### src/rtl/matrix_module.sv
// rtl/matrix_module.sv - register-held row x column byte matrix with a single-cycle command port
//
// Purpose: holds a row x column matrix of 8-bit elements, loaded with the
// pattern {row[3:0], col[3:0]} on reset, and modified by one command per
// cycle (NOP, WRITE, FILL, RELOAD, ADD, ROTATE). Rejected commands pulse
// cmd_err for one cycle.
//
// Optional feature: define MATRIX_MODULE_SUM_EN to add sum_out, the
// combinational unsigned sum of all elements.
//
// Ports:
//   clk        in   clock, rising-edge active
//   rst        in   asynchronous active-high reset
//   cmd_valid  in   command strobe
//   cmd_op     in   [2:0] opcode
//   cmd_row    in   [3:0] row index operand
//   cmd_col    in   [3:0] column index operand
//   cmd_data   in   [7:0] data operand
//   output_mat out  [7:0] [0:row-1][0:column-1] matrix contents (registered)
//   cmd_err    out  one-cycle pulse after a rejected command
//   sum_out    out  [8+$clog2(row*column)-1:0] element sum (MATRIX_MODULE_SUM_EN only)

module matrix_module #(
    parameter int row    = 4,
    parameter int column = 4
) (
    input  logic       clk,
    input  logic       rst,
    input  logic       cmd_valid,
    input  logic [2:0] cmd_op,
    input  logic [3:0] cmd_row,
    input  logic [3:0] cmd_col,
    input  logic [7:0] cmd_data,
    output logic [7:0] output_mat [0:row-1][0:column-1],
    output logic       cmd_err
`ifdef MATRIX_MODULE_SUM_EN
    ,
    output logic [8+$clog2(row*column)-1:0] sum_out
`endif
);

    localparam logic [2:0] OP_NOP    = 3'd0;
    localparam logic [2:0] OP_WRITE  = 3'd1;
    localparam logic [2:0] OP_FILL   = 3'd2;
    localparam logic [2:0] OP_RELOAD = 3'd3;
    localparam logic [2:0] OP_ADD    = 3'd4;
    localparam logic [2:0] OP_ROTATE = 3'd5;

    // 5-bit bounds so that row/column = 16 compare correctly against 4-bit indices
    localparam logic [4:0] ROW_N = 5'(row);
    localparam logic [4:0] COL_N = 5'(column);

    logic [7:0] mat_q [0:row-1][0:column-1];
    logic [7:0] mat_d [0:row-1][0:column-1];
    logic       err_q;
    logic       err_d;

    logic row_ok;
    logic col_ok;

    assign row_ok = ({1'b0, cmd_row} < ROW_N);
    assign col_ok = ({1'b0, cmd_col} < COL_N);

    function automatic logic [7:0] dflt(input int r, input int c);
        return {4'(r), 4'(c)};
    endfunction

    always_comb begin
        mat_d = mat_q;
        err_d = 1'b0;
        if (cmd_valid) begin
            case (cmd_op)
                OP_NOP: ;
                OP_WRITE: begin
                    if (row_ok && col_ok) begin
                        for (int r = 0; r < row; r++) begin
                            for (int c = 0; c < column; c++) begin
                                if (cmd_row == 4'(r) && cmd_col == 4'(c)) begin
                                    mat_d[r][c] = cmd_data;
                                end
                            end
                        end
                    end else begin
                        err_d = 1'b1;
                    end
                end
                OP_FILL: begin
                    for (int r = 0; r < row; r++) begin
                        for (int c = 0; c < column; c++) begin
                            mat_d[r][c] = cmd_data;
                        end
                    end
                end
                OP_RELOAD: begin
                    for (int r = 0; r < row; r++) begin
                        for (int c = 0; c < column; c++) begin
                            mat_d[r][c] = dflt(r, c);
                        end
                    end
                end
                OP_ADD: begin
                    // 8-bit add wraps modulo 256 by construction
                    for (int r = 0; r < row; r++) begin
                        for (int c = 0; c < column; c++) begin
                            mat_d[r][c] = mat_q[r][c] + cmd_data;
                        end
                    end
                end
                OP_ROTATE: begin
                    if (row_ok) begin
                        // left rotate; with column = 1 each element maps to itself
                        for (int r = 0; r < row; r++) begin
                            for (int c = 0; c < column; c++) begin
                                if (cmd_row == 4'(r)) begin
                                    mat_d[r][c] = mat_q[r][(c + 1) % column];
                                end
                            end
                        end
                    end else begin
                        err_d = 1'b1;
                    end
                end
                default: err_d = 1'b1;
            endcase
        end
    end

    always_ff @(posedge clk or posedge rst) begin
        if (rst) begin
            for (int r = 0; r < row; r++) begin
                for (int c = 0; c < column; c++) begin
                    mat_q[r][c] <= dflt(r, c);
                end
            end
            err_q <= 1'b0;
        end else begin
            mat_q <= mat_d;
            err_q <= err_d;
        end
    end

    assign output_mat = mat_q;
    assign cmd_err    = err_q;

`ifdef MATRIX_MODULE_SUM_EN
    localparam int SUM_W = 8 + $clog2(row * column);

    always_comb begin
        sum_out = '0;
        for (int r = 0; r < row; r++) begin
            for (int c = 0; c < column; c++) begin
                sum_out = sum_out + SUM_W'(mat_q[r][c]);
            end
        end
    end
`endif

endmodule

### config.mk
export PLATFORM = sky130hd
export DESIGN_NAME = matrix_module
export DESIGN_NICKNAME = d
export VERILOG_FILES = /design/src/rtl/matrix_module.sv
export SDC_FILE = /design/constraint.sdc
export NUM_CORES = 1
export LEC_CHECK = 0
export CAP_MARGIN = 10
export CORE_MARGIN = 1.5
export CORE_UTILIZATION = 57
export CTS_CLUSTER_DIAMETER = 80
export DETAILED_ROUTE_END_ITERATION = 7
export PLACE_DENSITY = 0.88
export SYNTH_ARGS = -nofsm -noshare
export SYNTH_HDL_FRONTEND = slang
export SYNTH_SLANG_ARGS = --single-unit
### constraint.sdc
create_clock -name clk -period 4.44 [get_ports clk]
set_input_delay 0.666 -clock clk [delete_from_list [all_inputs] [get_ports clk]]
set_output_delay 0.666 -clock clk [all_outputs]
set_load 0.005 [all_outputs]
# Word level (Yosys, flattened, before mapping)
# Index checks and enable logic that the tools add are counted.
[op_classes]
n_addsub = 16
n_lt_le_gt_ge = 2
eq_ne = 33
mux = 39
n_reduce_logical = 38
[op_table]
columns = ["op", "count"]
rows = [
  ["$pmux 128 s5", 1],
  ["$mux 128", 2],
  ["$mux 8", 32],
  ["$add 8x8->8", 16],
  ["$reduce_and 6->1", 16],
  ["$ne 2x2->1 const B", 22],
  ["$logic_and 1x1->1", 17],
  ["$eq 4x2->1 const B", 4],
  ["$eq 4x1->1 const B", 2],
  ["$logic_not 4->1", 2],
  ["$lt 4x3->1 const B", 2],
  ["$eq 3x2->1 const B", 2],
  ["$eq 3x3->1 const B", 2],
  ["$reduce_bool 5->1", 1],
  ["$reduce_or 4->1", 1],
  ["$eq 3x1->1 const B", 1],
  ["$logic_not 3->1", 1],
  ["$mux 1", 3],
  ["$pmux 1 s3", 1],
]
[word_totals]
ff_bits = 129
elab_cells = 145

# Longest topological paths before layout
[logic_depth]
depth_word = 5
mapped_depth = 9

# Worst setup path after synthesis
# No wires, ideal clock.
[synth_path]
path_type = "in2reg"
from = "in cmd_op[2]"
to = "reg mat_q (netlist bit output_mat[7])"
t_arrival_ns = 2.375
required_time_ns = 4.319
setup_slack_ns = 1.944
path_stages = 7
n_path_buf = 1
cell_sequence = "or4b_4 o221a_4 nor3_4 and2_1 buf_2 a21bo_1 a22o_1"
[synth_via]
elab_chain_cells = 3
elab_cells_between_ends = 12
cone_classes = "eq/ne: 9; mux: 1; reduce/logical: 2"
[synth_rtl]
columns = ["item", "line_no", "rtl"]
rows = [
  ["start: declaration", "30", "input logic [2:0] cmd_op,"],
  ["$eq 3x3->1 (tied with other cells)", "72", "case (cmd_op)"],
  ["$reduce_bool 5->1 (no line) / $ne 2x2->1 (equally long branches)", "-", ""],
  ["$reduce_and 6->1 (no line)", "-", ""],
  ["end signal: indexed assignment", "132", "mat_q[r][c] <= dflt(r, c);"],
  ["end signal: assignment", "137", "mat_q <= mat_d;"],
  ["end: declaration", "53", "logic [7:0] mat_q [0:row-1][0:column-1];"],
]
# Several ways; a longest one is shown, not always the timed one.
# A chain may end at the register's enable or synchronous reset.

# Worst setup path in the final report
[layout_path]
from = "in cmd_op[1]"
to = "reg mat_q (netlist bit output_mat[111])"
# Same word-level chain as after synthesis.

==> run summary <==
After floorplanning, the core was divided into 51 placement rows. After synthesis the cells add up to 11,340 um^2. Across all hold checks on the routed design, the worst slack comes to 0.5123 ns. The flow ran to the end, and the final reports show no timing, DRC or antenna violations. Across the routed clock network, the largest skew measured is 0.008470 ns. The largest fanout on the critical path is 16, and the net total in the final layout is 1,606. The share of the clock period used by the worst path works out to 71.84%. Summing all multi-input logic gate instances after layout gives 7630 um^2. In the synthesized netlist the async set-or-reset flop fraction comes to 100.0%. The clock root buffer was sky130_fd_sc_hd__clkbuf_16.

For this run, the total global-route usage over all layers was measured as 37.81%. The total non-filler cell area in the finished layout is 13,730 um^2. Each instance of the synthesized netlist takes up on average 8.583 um^2. The width of the chip is 144.0 um, and the final hold violation count is 0. By instance count, the cell type seen most on the critical path is sky130_fd_sc_hd__nand3_1. On the critical path, the stage with the largest delay is an instance of sky130_fd_sc_hd__clkdlybuf4s50_1. The later-pin clock latency in the skew report was 0.44 ns. Traced cell by cell, the critical path runs through clkdlybuf4s50_1 -> nand2b_1 -> buf_4 -> o221ai_2 -> nand3_1 -> or4_1 -> nand3_1. The met2 wire length was 16.73 mm; the number of fillers in the final layout was 1,430. The logs give 0 for the count of antenna-violating nets left after detailed routing and 129 for the number of sinks on the clock net.

Across the VDD grid, the largest voltage drop is 0.3493 mV. By area the synthesized netlist is led by sky130_fd_sc_hd__dfrtp_1 (21%), sky130_fd_sc_hd__ha_1 (12%), sky130_fd_sc_hd__dfstp_2 (7.4%). The run gives 5 as the count of TritonRoute iterations in the first routing pass.

Leakage power figure: 5.817 nW. Wire segments on met3 add up to 4.825 mm in the final route. At the pin with the least slew margin, the transition time is 1.248 ns. The first global-routing pass estimated 60.05 mm of wire. After clock tree synthesis, the setup repair step added 0 buffers. The tools report the detailed-placement wirelength estimate as 26.64 mm.

Worst endpoint data arrival time: 3.56 ns. In this run the count of I/O pins placed on the die edge is 151. Dividing total power by cell area gives a power density of 484.8 nW/um^2. The count of flip-flops with a built-in enable after synthesis is 0, and the number of max-capacitance violations reported is 0.

The worst path buffer plus inverter count came out at 2. The endpoint kind of the worst setup timing path is a flop. The max-slew violation count is 0. Most frequently used flop master after synthesis: sky130_fd_sc_hd__dfrtp_1. The area growth from synthesis to layout is 21.10%.

The number of failing setup endpoints in the final timing report was 0; the y dimension of the die was 144.0 um. Deepest clock path buffer count: 2. The run gives 0 as the cts-stage hold buffer count.

On the worst path, the slowest cell contributes a delay of 0.71 ns. The cell count after synthesis came out at 1,321. The per-cell via count in the routed design came out at 6.796. The worst hold path belongs to the class reg2reg. By count the netlist is led by sky130_fd_sc_hd__a21oi_1 (133), sky130_fd_sc_hd__nand2_1 (132), sky130_fd_sc_hd__ha_1 (112). The initial core utilization came out at 58.26%. The Yosys step of the flow raised 0 warnings. The largest total area in the synthesized netlist belongs to sky130_fd_sc_hd__dfrtp_1. The total overflow left after global routing is 0. Setup repair after global routing left no endpoint under its margin. Measured against its own limit, the worst slew margin works out to 16.25%. For the placed standard-cell area, the log shows 13,180 um^2. The cell type group with the largest total delay on the critical path is simple AND/OR/NAND/NOR gates. Synthesis inferred 129 register bits.

Initial antenna violation count: 0. Summed over its instances, the top area cell type makes up 21.41% of the synthesized netlist area. The most common cell in the synthesized netlist is sky130_fd_sc_hd__a21oi_1. The weighted congestion reported at the end of routability-driven placement came out at 0.9536.

The total CTS buffers was 17; the total routed wire length on the met1 layer was 14.71 mm. Class of the most critical setup path: in2reg. The fraction of final layout cells sized beyond drive strength 1 was 8.986%; the post-route setup TNS was 0 ns.

The number of global-route vias before repair came out at 11,330. The count of buffers added on input and output ports is 150. For the worst endpoint required time, the log shows 4.81 ns.

Routed signal wires occupy layers up through met4. The worst setup path is launched from a primary input. Counting every net in the synthesized netlist gives 1,471. The clock slew seen by the registers of the worst setup and hold paths was 0.06 ns; the distinct cell type count of the synthesized netlist was 70.

After clock tree synthesis, the repair step resized 0 gates. Detailed-route wire length per cell: 22.23 um. The count of H-tree levels built during CTS was 4. For this block, the routed nets add up to 38.55 mm of wire. The repair_antennas step left the layout with diodes totalling 0. The residual DRC count was 0; the register area was 3268 um^2.

After synthesis, flip-flops and latches occupy 28.82% of the total area. The detailed router finished its first iteration with 1,327 violations. The die outline area was 20,750 um^2; the minimum clock period was 3.189 ns.

TritonCTS built the clock tree. Maximum clock rate: 313.5 MHz. The total vias in the final route was 11,780; the pin count of the biggest net entering global routing was 60. The placeable core region came out at 19,460 um^2.
cell families (layout without fill, tap and decap cells):
group	after synthesis	in the layout	share of synthesized area, %
mux	46	46	4.237
buf+inv	119	267	4.072
fa+ha+maj	128	128	15.18
compound gates	456	456	25.88
flops	129	129	28.82
xor+xnor	89	89	6.875
simple gates	354	354	14.93
placed cells by master (no fill, tap or decap), types with 9 or more instances in the layout:
| cell type | synthesis | layout |
|---|---|---|
| sky130_fd_sc_hd__a211oi_1 | 15 | 15 |
| sky130_fd_sc_hd__mux2_2 | 16 | 16 |
| sky130_fd_sc_hd__clkdlybuf4s50_1 | 0 | 148 |
| sky130_fd_sc_hd__and2_1 | 9 | 9 |
| sky130_fd_sc_hd__mux2i_1 | 30 | 30 |
| sky130_fd_sc_hd__nand2b_1 | 9 | 9 |
| sky130_fd_sc_hd__ha_1 | 112 | 112 |
| sky130_fd_sc_hd__o2111ai_1 | 16 | 16 |
| sky130_fd_sc_hd__o21ai_0 | 106 | 106 |
| sky130_fd_sc_hd__buf_4 | 0 | 37 |
| sky130_fd_sc_hd__nor3_1 | 20 | 20 |
| sky130_fd_sc_hd__nand2_1 | 132 | 132 |
| sky130_fd_sc_hd__dfstp_2 | 32 | 32 |
| sky130_fd_sc_hd__inv_1 | 49 | 48 |
| sky130_fd_sc_hd__dfrtp_1 | 97 | 97 |
| sky130_fd_sc_hd__nand3_1 | 50 | 50 |
| sky130_fd_sc_hd__o21bai_1 | 13 | 13 |
| sky130_fd_sc_hd__nor2_1 | 79 | 78 |
| sky130_fd_sc_hd__xnor2_1 | 55 | 55 |
| sky130_fd_sc_hd__o41ai_1 | 9 | 9 |
| sky130_fd_sc_hd__a21o_1 | 31 | 31 |
| sky130_fd_sc_hd__or3_1 | 9 | 9 |
| sky130_fd_sc_hd__fa_1 | 16 | 16 |
| sky130_fd_sc_hd__o211ai_1 | 22 | 22 |
| sky130_fd_sc_hd__a21oi_1 | 133 | 133 |
| sky130_fd_sc_hd__a221oi_1 | 43 | 43 |
| sky130_fd_sc_hd__a31oi_1 | 20 | 20 |
| sky130_fd_sc_hd__clkbuf_16 | 0 | 17 |
| sky130_fd_sc_hd__xor2_1 | 34 | 34 |
flip-flops by register name (all words and copies together), names as in the netlist:
register and count:
cmd_err 1, output_mat 128
area by class of cell:
type | count | area share, %
tap | 265 | 2.415
inverter | 49 | 1.358
multi-input combinational | 1073 | 55.57
timing repair buffer | 186 | 12.85
clock buffer | 25 | 3.390
clock inverter | 7 | 0.6196
sequential | 129 | 23.80
power by group:
part	internal (W)	switching, W
clock	0.000836	0.000542
combinational	0.00164	0.00158
sequential	0.00155	0.000512
worst register-to-register path, delay by kind of cell, from the launching register on:
kind / cells / cell delay, ns
adder cells (fa/ha/maj): 1 / 0.26
XOR/XNOR: 1 / 0.19
flip-flops: 1 / 0.61
AO/OA/AOI/OAI: 5 / 1.29
final timing paths:
check	startpoint	end	slack, ns	cells after the start
setup / recovery	cmd_op[1]	output_mat[111]$_DFFE_PP0P_	1.25	7
hold / removal	output_mat[28]$_DFFE_PP1P_	output_mat[28]$_DFFE_PP1P_	0.51	2
setup reg to reg	output_mat[65]$_DFFE_PP1P_	output_mat[71]$_DFFE_PP0P_	1.97	7
hold reg to reg	output_mat[28]$_DFFE_PP1P_	output_mat[28]$_DFFE_PP1P_	0.51	2
max in group asynchronous	rst	output_mat[61]$_DFFE_PP1P_	2.76	3
min in group asynchronous	rst	output_mat[27]$_DFFE_PP0P_	0.73	2
metrics by stage:
step	setup slack [ns]	instances	util, %	power, W
CTS	1.082	1734	70.52	0.006580
floorplan	0.3860	1321	-	0.003862
global placement	0.8027	1702	67.70	0.005038
finish	1.251	1734	70.55	0.006656
global route	1.125	1734	70.55	0.007040
detailed placement	0.6498	1702	67.70	0.005159
metal layers:
metal | global-route usage, % | vias up
met5 | 0 | -
met4 | 22.29 | 0
met3 | 8.974 | 200
met2 | 57.32 | 824
met1 | 49.19 | 5562
li1 | - | 5198
(Power assumes the default switching activity.)
